`src/rtl/ras_alloc_pkg.sv`:
```
// Shared types and constants for the return-stack allocator front-end.
package ras_alloc_pkg;

    localparam int PKG_ADDR = 4;
    localparam int OCC_W    = PKG_ADDR + 1;

    typedef enum logic [1:0] {
        INIT   = 2'd0,
        RUN    = 2'd1,
        BUBBLE = 2'd2
    } sched_state_e;

    // Chain descriptor as the allocator expects it, most significant field first.
    typedef struct packed {
        logic [PKG_ADDR-1:0] previous;
        logic [PKG_ADDR-1:0] start;
        logic [PKG_ADDR-1:0] snd;
        logic [PKG_ADDR-1:0] end_node;
        logic [PKG_ADDR-1:0] next_node;
    } vec_desc_t;

    function automatic logic [PKG_ADDR-1:0] desc_start(input vec_desc_t d);
        return d.start;
    endfunction

endpackage

```
`src/rtl/ras_occupancy_counter.sv`:
```
// Node occupancy counter: one optional increment plus a multi-node decrement per
// cycle, clamped to [0, DEPTH], with full/empty flags derived from the count.
module ras_occupancy_counter
    import ras_alloc_pkg::*;
#(
    parameter int W     = OCC_W,
    parameter int DEPTH = 16
) (
    input  logic         clk,
    input  logic         reset,
    input  logic         clr,
    input  logic         add,
    input  logic [W-1:0] sub,
    output logic [W-1:0] count,
    output logic         full,
    output logic         empty
);

    logic [W:0] raised;
    logic [W:0] next_count;

    // Apply the increment first so a merged flush+push nets out as count+1-len.
    always_comb begin
        raised = {1'b0, count} + {{W{1'b0}}, add};
        if (clr) begin
            next_count = '0;
        end else if ({1'b0, sub} >= raised) begin
            next_count = '0;
        end else begin
            next_count = raised - {1'b0, sub};
        end
        if (next_count > (W+1)'(DEPTH)) begin
            next_count = (W+1)'(DEPTH);
        end
    end

    // Count register, cleared by the asynchronous reset.
    always_ff @(posedge clk or posedge reset) begin
        if (reset) begin
            count <= '0;
        end else begin
            count <= next_count[W-1:0];
        end
    end

    assign full  = (count == W'(DEPTH));
    assign empty = (count == '0);

endmodule

```
`src/rtl/ras_alloc_scheduler.sv`:
```
// Arbitrates the allocator's single command slot between flush, pop and push,
// sequences the allocator's initial fetch and the post-flush recovery bubble,
// and tracks how many nodes are currently handed out.
module ras_alloc_scheduler
    import ras_alloc_pkg::*;
#(
    parameter int ADDR          = 4,
    parameter int DEPTH         = 16,
    parameter int INITIAL_FETCH = 0
) (
    input  logic              clk,
    input  logic              reset,
    input  logic              reinit_req,
    input  logic              push_req,
    output logic              push_gnt,
    output logic [ADDR-1:0]   push_addr,
    input  logic              pop_req,
    input  logic [ADDR-1:0]   pop_addr,
    output logic              pop_gnt,
    input  logic              flush_req,
    input  logic [5*ADDR-1:0] flush_desc,
    input  logic [ADDR:0]     flush_len,
    output logic              flush_gnt,
    output logic [ADDR:0]     occupancy,
    output logic              full,
    output logic              empty,
    output logic              busy,
    output logic              al_alloc,
    output logic              al_free,
    output logic              al_reset,
    output logic [ADDR-1:0]   al_reset_addr,
    output logic [ADDR-1:0]   al_free_addr,
    output logic              al_move_vector,
    output logic [5*ADDR-1:0] al_vec_desc,
    output logic              al_size_is_one,
    input  logic [ADDR-1:0]   al_alloc_addr
);

    sched_state_e    state;
    sched_state_e    state_next;
    logic            occ_clr;
    logic            occ_add;
    logic [ADDR:0]   occ_sub;
    logic [ADDR-1:0] chain_start;

    // The chain's first node is reused directly when a push merges with a flush.
    assign chain_start    = flush_desc[3*ADDR +: ADDR];
    assign al_reset_addr  = ADDR'(INITIAL_FETCH);
    assign al_free_addr   = pop_addr;
    assign al_vec_desc    = flush_desc;
    assign al_size_is_one = (flush_len == (ADDR+1)'(1));

    // State register; reset always restarts from the allocator fetch.
    always_ff @(posedge clk or posedge reset) begin
        if (reset) begin
            state <= INIT;
        end else begin
            state <= state_next;
        end
    end

    // Next state: one fetch cycle, one recovery cycle after every flush.
    always_comb begin
        state_next = state;
        case (state)
            INIT:    state_next = RUN;
            RUN: begin
                if (reinit_req) begin
                    state_next = INIT;
                end else if (flush_req) begin
                    state_next = BUBBLE;
                end
            end
            BUBBLE:  state_next = reinit_req ? INIT : RUN;
            default: state_next = INIT;
        endcase
    end

    // Grants, allocator strobes and occupancy commands; everything is gated by
    // reset so nothing is emitted while it is asserted.
    always_comb begin
        push_gnt       = 1'b0;
        push_addr      = al_alloc_addr;
        pop_gnt        = 1'b0;
        flush_gnt      = 1'b0;
        busy           = 1'b0;
        al_alloc       = 1'b0;
        al_free        = 1'b0;
        al_reset       = 1'b0;
        al_move_vector = 1'b0;
        occ_clr        = 1'b0;
        occ_add        = 1'b0;
        occ_sub        = '0;
        if (!reset) begin
            case (state)
                INIT: begin
                    busy     = 1'b1;
                    al_reset = 1'b1;
                end
                BUBBLE: begin
                    busy    = 1'b1;
                    occ_clr = reinit_req;
                end
                RUN: begin
                    if (reinit_req) begin
                        occ_clr = 1'b1;
                    end else if (flush_req) begin
                        flush_gnt      = 1'b1;
                        al_move_vector = 1'b1;
                        occ_sub        = flush_len;
                        if (push_req) begin
                            push_gnt  = 1'b1;
                            al_alloc  = 1'b1;
                            push_addr = chain_start;
                            occ_add   = 1'b1;
                        end
                    end else if (pop_req && !empty) begin
                        pop_gnt = 1'b1;
                        al_free = 1'b1;
                        occ_sub = (ADDR+1)'(1);
                    end else if (push_req && !full) begin
                        push_gnt = 1'b1;
                        al_alloc = 1'b1;
                        occ_add  = 1'b1;
                    end
                end
                default: ;
            endcase
        end
    end

    ras_occupancy_counter #(
        .W     (ADDR + 1),
        .DEPTH (DEPTH)
    ) u_occ (
        .clk   (clk),
        .reset (reset),
        .clr   (occ_clr),
        .add   (occ_add),
        .sub   (occ_sub),
        .count (occupancy),
        .full  (full),
        .empty (empty)
    );

    // A chain longer than the live node count means requester bookkeeping diverged.
    flush_len_check: assert property (@(posedge clk) disable iff (reset)
        flush_gnt |-> (flush_len <= occupancy));

endmodule

```
`config.mk`:
```
export PLATFORM = sky130hd
export DESIGN_NAME = ras_alloc_scheduler
export DESIGN_NICKNAME = d
export VERILOG_FILES = /design/src/rtl/ras_alloc_pkg.sv /design/src/rtl/ras_occupancy_counter.sv /design/src/rtl/ras_alloc_scheduler.sv
export SDC_FILE = /design/constraint.sdc
export NUM_CORES = 1
export LEC_CHECK = 0
export ABC_AREA = 1
export BUFFER_PORTS_ARGS = -buffer_cell sky130_fd_sc_hd__buf_2
export CORE_ASPECT_RATIO = 1.1
export CORE_MARGIN = 3
export CORE_UTILIZATION = 45
export CTS_BUF_LIST = sky130_fd_sc_hd__clkbuf_4
export CTS_CLUSTER_SIZE = 8
export DETAILED_ROUTE_END_ITERATION = 16
export PLACE_DENSITY = 0.92
export SETUP_SLACK_MARGIN = 0.4
export SLEW_MARGIN = 10
export SYNTH_ARGS = -nofsm -noshare
export SYNTH_HDL_FRONTEND = slang
export SYNTH_HIERARCHICAL = 1
export SYNTH_SLANG_ARGS = --single-unit
```
`constraint.sdc`:
```
create_clock -name clk -period 6.3 [get_ports clk]
set_input_delay 1.89 -clock clk [delete_from_list [all_inputs] [get_ports clk]]
set_output_delay 1.89 -clock clk [all_outputs]
set_load 0.02 [all_outputs]
```
# Yosys cells after proc, flatten, opt, wreduce, memory -nomap -nowiden
# Index checks and enable logic that the tools add are counted.
dict set report totals {
  ram_bits 0
  n_memories 0
  inputBits 39
  reg_bits 7
  latchBits 0
  word_cells 58
  romBits 0
}
dict set report classes {
  magnitude_cmp 2
  shifts 0
  n_mux 40
  mul 0
  eq_ne 5
  add_sub_neg 2
  reduce_logical 7
  div 0
  bitwise_logic 0
}
# op count
set op_table {}
lappend op_table {{two-way mux 5 bit} 5}
lappend op_table {{two-way mux 1 bit} 24}
lappend op_table {{two-way mux 4 bit} 5}
lappend op_table {{two-way mux 6 bit} 2}
lappend op_table {{adder 5 x 1 -> 6 bit} 1}
lappend op_table {{>= comparator 5 x 6 -> 1 bit} 1}
lappend op_table {{greater-than comparator 6 x 5 -> 1 bit (second input constant)} 1}
lappend op_table {{one-hot mux 2 bit (3 select lines)} 1}
lappend op_table {{subtractor 6 x 5 -> 6 bit} 1}
lappend op_table {{equality test 5 x 1 -> 1 bit (second input constant)} 1}
lappend op_table {{equality test 5 bit (second input constant)} 1}
lappend op_table {{zero test 5 bit} 1}
lappend op_table {{two-way mux 2 bit} 2}
lappend op_table {{inequality test 3 bit (second input constant)} 1}
lappend op_table {{equality test 2 x 1 -> 1 bit (second input constant)} 1}
lappend op_table {{equality test 2 bit (second input constant)} 1}
lappend op_table {{logical AND 1 bit} 2}
lappend op_table {{zero test 1 bit} 2}
lappend op_table {{zero test 2 bit} 1}
lappend op_table {{one-hot mux 1 bit (2 select lines)} 1}
lappend op_table {{OR reduction 2 bit} 1}

# Depth between registers and ports, before layout
dict set report logic_depth {
  depth_word 15
  ltp_mapped 25
  mapped_depth_nobuf 25
}

# Modules after synthesis
# The synthesis kept the hierarchy.
# module instances area_each_um2 cells_per_inst seq_area_each_um2
set modules_own_cells {}
lappend modules_own_cells {ras_alloc_scheduler 1 605.6 97 50.0}
lappend modules_own_cells {ras_occupancy_counter 1 585.6 92 125.1}

# Worst setup path after synthesis
# No wires, ideal clock.
dict set report synth_path {
  kind {input -> output}
  start {input port reinit_req}
  end {output port push_gnt}
  required_time_ps 4410
  path_stages 4
  t_arrival_ps 2678
  setup_slack_ps 1732
  cell_sequence {nor2_4 nand3_1 nor2_1 buf_4}
}
dict set report synth_via {
  elab_chain_cells 3
}
# item line
set synth_rtl {}
lappend synth_rtl {{from (decl)} ras_alloc_scheduler.sv:13} ;# input logic reinit_req,
lappend synth_rtl {{two-way mux 1 bit (3 in a row)} --}
lappend synth_rtl {{to (decl)} ras_alloc_scheduler.sv:15} ;# output logic push_gnt,
# No other way between the ends.

# Final worst setup path
dict set report layout_path {
  start {input port reinit_req}
  end {output port al_alloc}
}
dict set report layout_via {
  elab_chain_cells 3
}
# item line
set layout_rtl {}
lappend layout_rtl {{two-way mux 1 bit} ras_alloc_scheduler.sv:105} ;# if (reinit_req) begin
lappend layout_rtl {{two-way mux 1 bit} ras_alloc_scheduler.sv:95} ;# case (state)
lappend layout_rtl {{two-way mux 1 bit} ras_alloc_scheduler.sv:94} ;# if (!reset) begin
lappend layout_rtl {{to (decl)} ras_alloc_scheduler.sv:28} ;# output logic al_alloc,
# No other way between the ends.

==> flow_metrics.tcl <==
set metrics [dict create \
    min_period_over_period_pct 72.64 \
    final-seq-area_sq_um 175.2 \
    ys.warnings.count 6 \
    vias 1131 \
    cts.clk_slew.worst_paths_ns 0.05 \
    cp_common_cell "buf_2" \
    cts-root-buf "clkbuf_4" \
    outcome "completed" \
    grt_overflow 0 \
    worstPathCellList "buf_2, nor2_4, nand3_1, nor2_1, buf_2" \
    synth.top_cell.area_share_pct 19.54 \
    ioPinCount 87 \
    yosysMostFrequentCell "nand2_1" \
    cp_top_family "simple AND/OR/NAND/NOR gates" \
    yosysSeqAreaShare_pct 14.71 \
    multi_input_area_sq_um 670.6 \
    drive_gt1_share_pct 27.05 \
    fin_util_pct 52.25 \
    ys_ff_latch 7 \
    initial_core_util_pct 49.90 \
    numCtsBuffers 3 \
    num_antenna_cells 0 \
    syn2layout_area_growth_pct 4.727 \
    ys_types 23 \
    critPathBufInv 2 \
    setup_violations 0 \
    gr-usage-all-layers_pct 15.69 \
    critPathCaptureType "output pin" \
    maxSlewViolCount 0 \
    post_cts_buffers 0 \
    met2_usage_pct 29.39 \
    grt_pass1_wl_um 3884 \
    antenna_left 0 \
    portBuffers 42 \
    total_power_uw 353.6 \
    cap_viol_max_count 0 \
    synth_common_cells "34 x nand2_1, 31 x buf_4, 30 x inv_1" \
    synth.avg_cell_area_sq_um 6.302 \
    synth_area_leaders "buf_4 20%, dfrtp_1 15%, ha_1 12%" \
    final_cells 237 \
    viasPerCell 4.772 \
    clock-sinks 7 \
    drtPass1Iterations 4 \
    critPathLaunchType "input port" \
    hpwl_um 2155 \
    rsz0062_at_grt "false" \
    finalSetupTns_ns 0 \
    hold_class "flop to flop" \
    crit_arrival_ns 2.69 \
    synth_edf_count 0 \
    nets 259 \
    die_width_um 55.06 \
    cp_slowest_cell "nor2_1" \
    die-area_sq_um 3301 \
    fp.dieH_um 59.96 \
    wl_um 2526 \
    syn-cell-area_sq_um 1191 \
    power.leakage_nw 0.7969 \
    syn_inst 189 \
    synth-main-ff-cell "dfrtp_1" \
    wl_per_cell_um 10.66 \
    cts_max_path_buffers 2 \
    max_stage_delay_ns 0.21 \
    busiest_layer "met2" \
    crit_type "input port to output pin" \
    worstSkewPairLatency_ns 0.24 \
    crit_required_ns 4.41 \
    crit_fanout 5 \
    synth-async-reset-ratio_pct 100.0 \
    grt_max_degree 9 \
    drc 0 \
    fmax_mhz 218.5 \
    cts_resized 0 \
    rows 18 \
    use_met3_pct 2.743 \
    ir_worst_vdd_uv 102.3 \
    drtIter0Drc 23 \
    hold_viol_final 0 \
    yosysTopAreaCell "buf_4" \
    core_sq_um 2387 \
    cts_hold_buf 0 \
    antenna_found_initial 0 \
    fill_cells 244 \
    cts_tree "yes" \
    h-tree-depth 1 \
    dp_cells 233 \
    globalplace.congestion 0.8245 \
    period_needed_ns 4.577 \
    finalClockSkew_ns 0.001119 \
    first_global_vias 995 \
    met1_usage_pct 17.46 \
    cellPowerDensity_nw_per_um2 283.4 \
]
-- flip-flops by register name, indices dropped and copies added, names as in the netlist --
signal	count
u_occ/count	5
state	2
-- placed cells by master, fill, tap and decap left out, types with 2 or more instances in the layout --
cell      count
buf_2        42
nand2_1      34
inv_1        30
nor2_1       27
nand3_1      17
ha_1         11
dfrtp_1       7
a21oi_1       5
nand2_2       4
conb_1        4
clkbuf_4      4
inv_2         3
o21ai_1       3
o21ai_0       3
nand4_1       3
or2_1         2
-- tightest hold or removal path, stage by stage, from the launching register on --
cell	delay [ns]
dfrtp_1	0.39
nand3_1	0.09
nand2_1	0.08
-- stage by stage --
step | cell area (sq um) | setup slack (ns) | hold slack [ns]
after floorplan | 1202 | 1.732 | 0.5290
after global placement | 1217 | 1.735 | 0.5686
after detailed placement | 1217 | 1.723 | 0.5841
after CTS | 1247 | 1.722 | 0.5961
after global routing | 1247 | 1.628 | 0.6232
final | 1247 | 1.723 | 0.5955
-- final timing paths --
check | from | end | slack (ns) | cells past startpoint
setup / recovery | reinit_req | al_alloc | 1.72 | 5
min in group asynchronous | reset | state[0] | 1.56 | 2
hold reg to reg | state[0] | state[0] | 0.60 | 2
setup reg to reg | u_occ/count[3] | u_occ/count[0] | 2.84 | 22
hold / removal | state[0] | state[0] | 0.60 | 2
max in group asynchronous | reset | u_occ/count[2] | 4.54 | 2
-- area by class of cell --
class                   count  share of cell area [%]
inverters                  33                   9.930
flip-flops and latches      7                   14.04
clock buffers               4                   2.407
multi-input cells         121                   53.76
well taps                  30                   3.009
repair buffers             42                   16.85
-- cells by family after synthesis --
group | synth area share (%)
XOR/XNOR | 1.471
other | 0.3148
AO/OA/AOI/OAI | 4.621
flip-flops | 14.71
adder cells (fa/ha/maj) | 13.24
AND/OR/NAND/NOR | 35.71
buffers and inverters | 29.94
-- where the power goes --
part	internal (mW)	switching [mW]
sequential	0.0549	0.0111
clock	0.0284	0.0148
combinational	0.0858	0.159
total	0.169	0.185
-- per-layer routing --
metal  routed length (um)  vias up
li1                     -      585
met1                 1085      493
met2                 1214       49
met3                  218        4
met4                    8        0
met5                    0        -
Power figures use the tool's default switching activity.
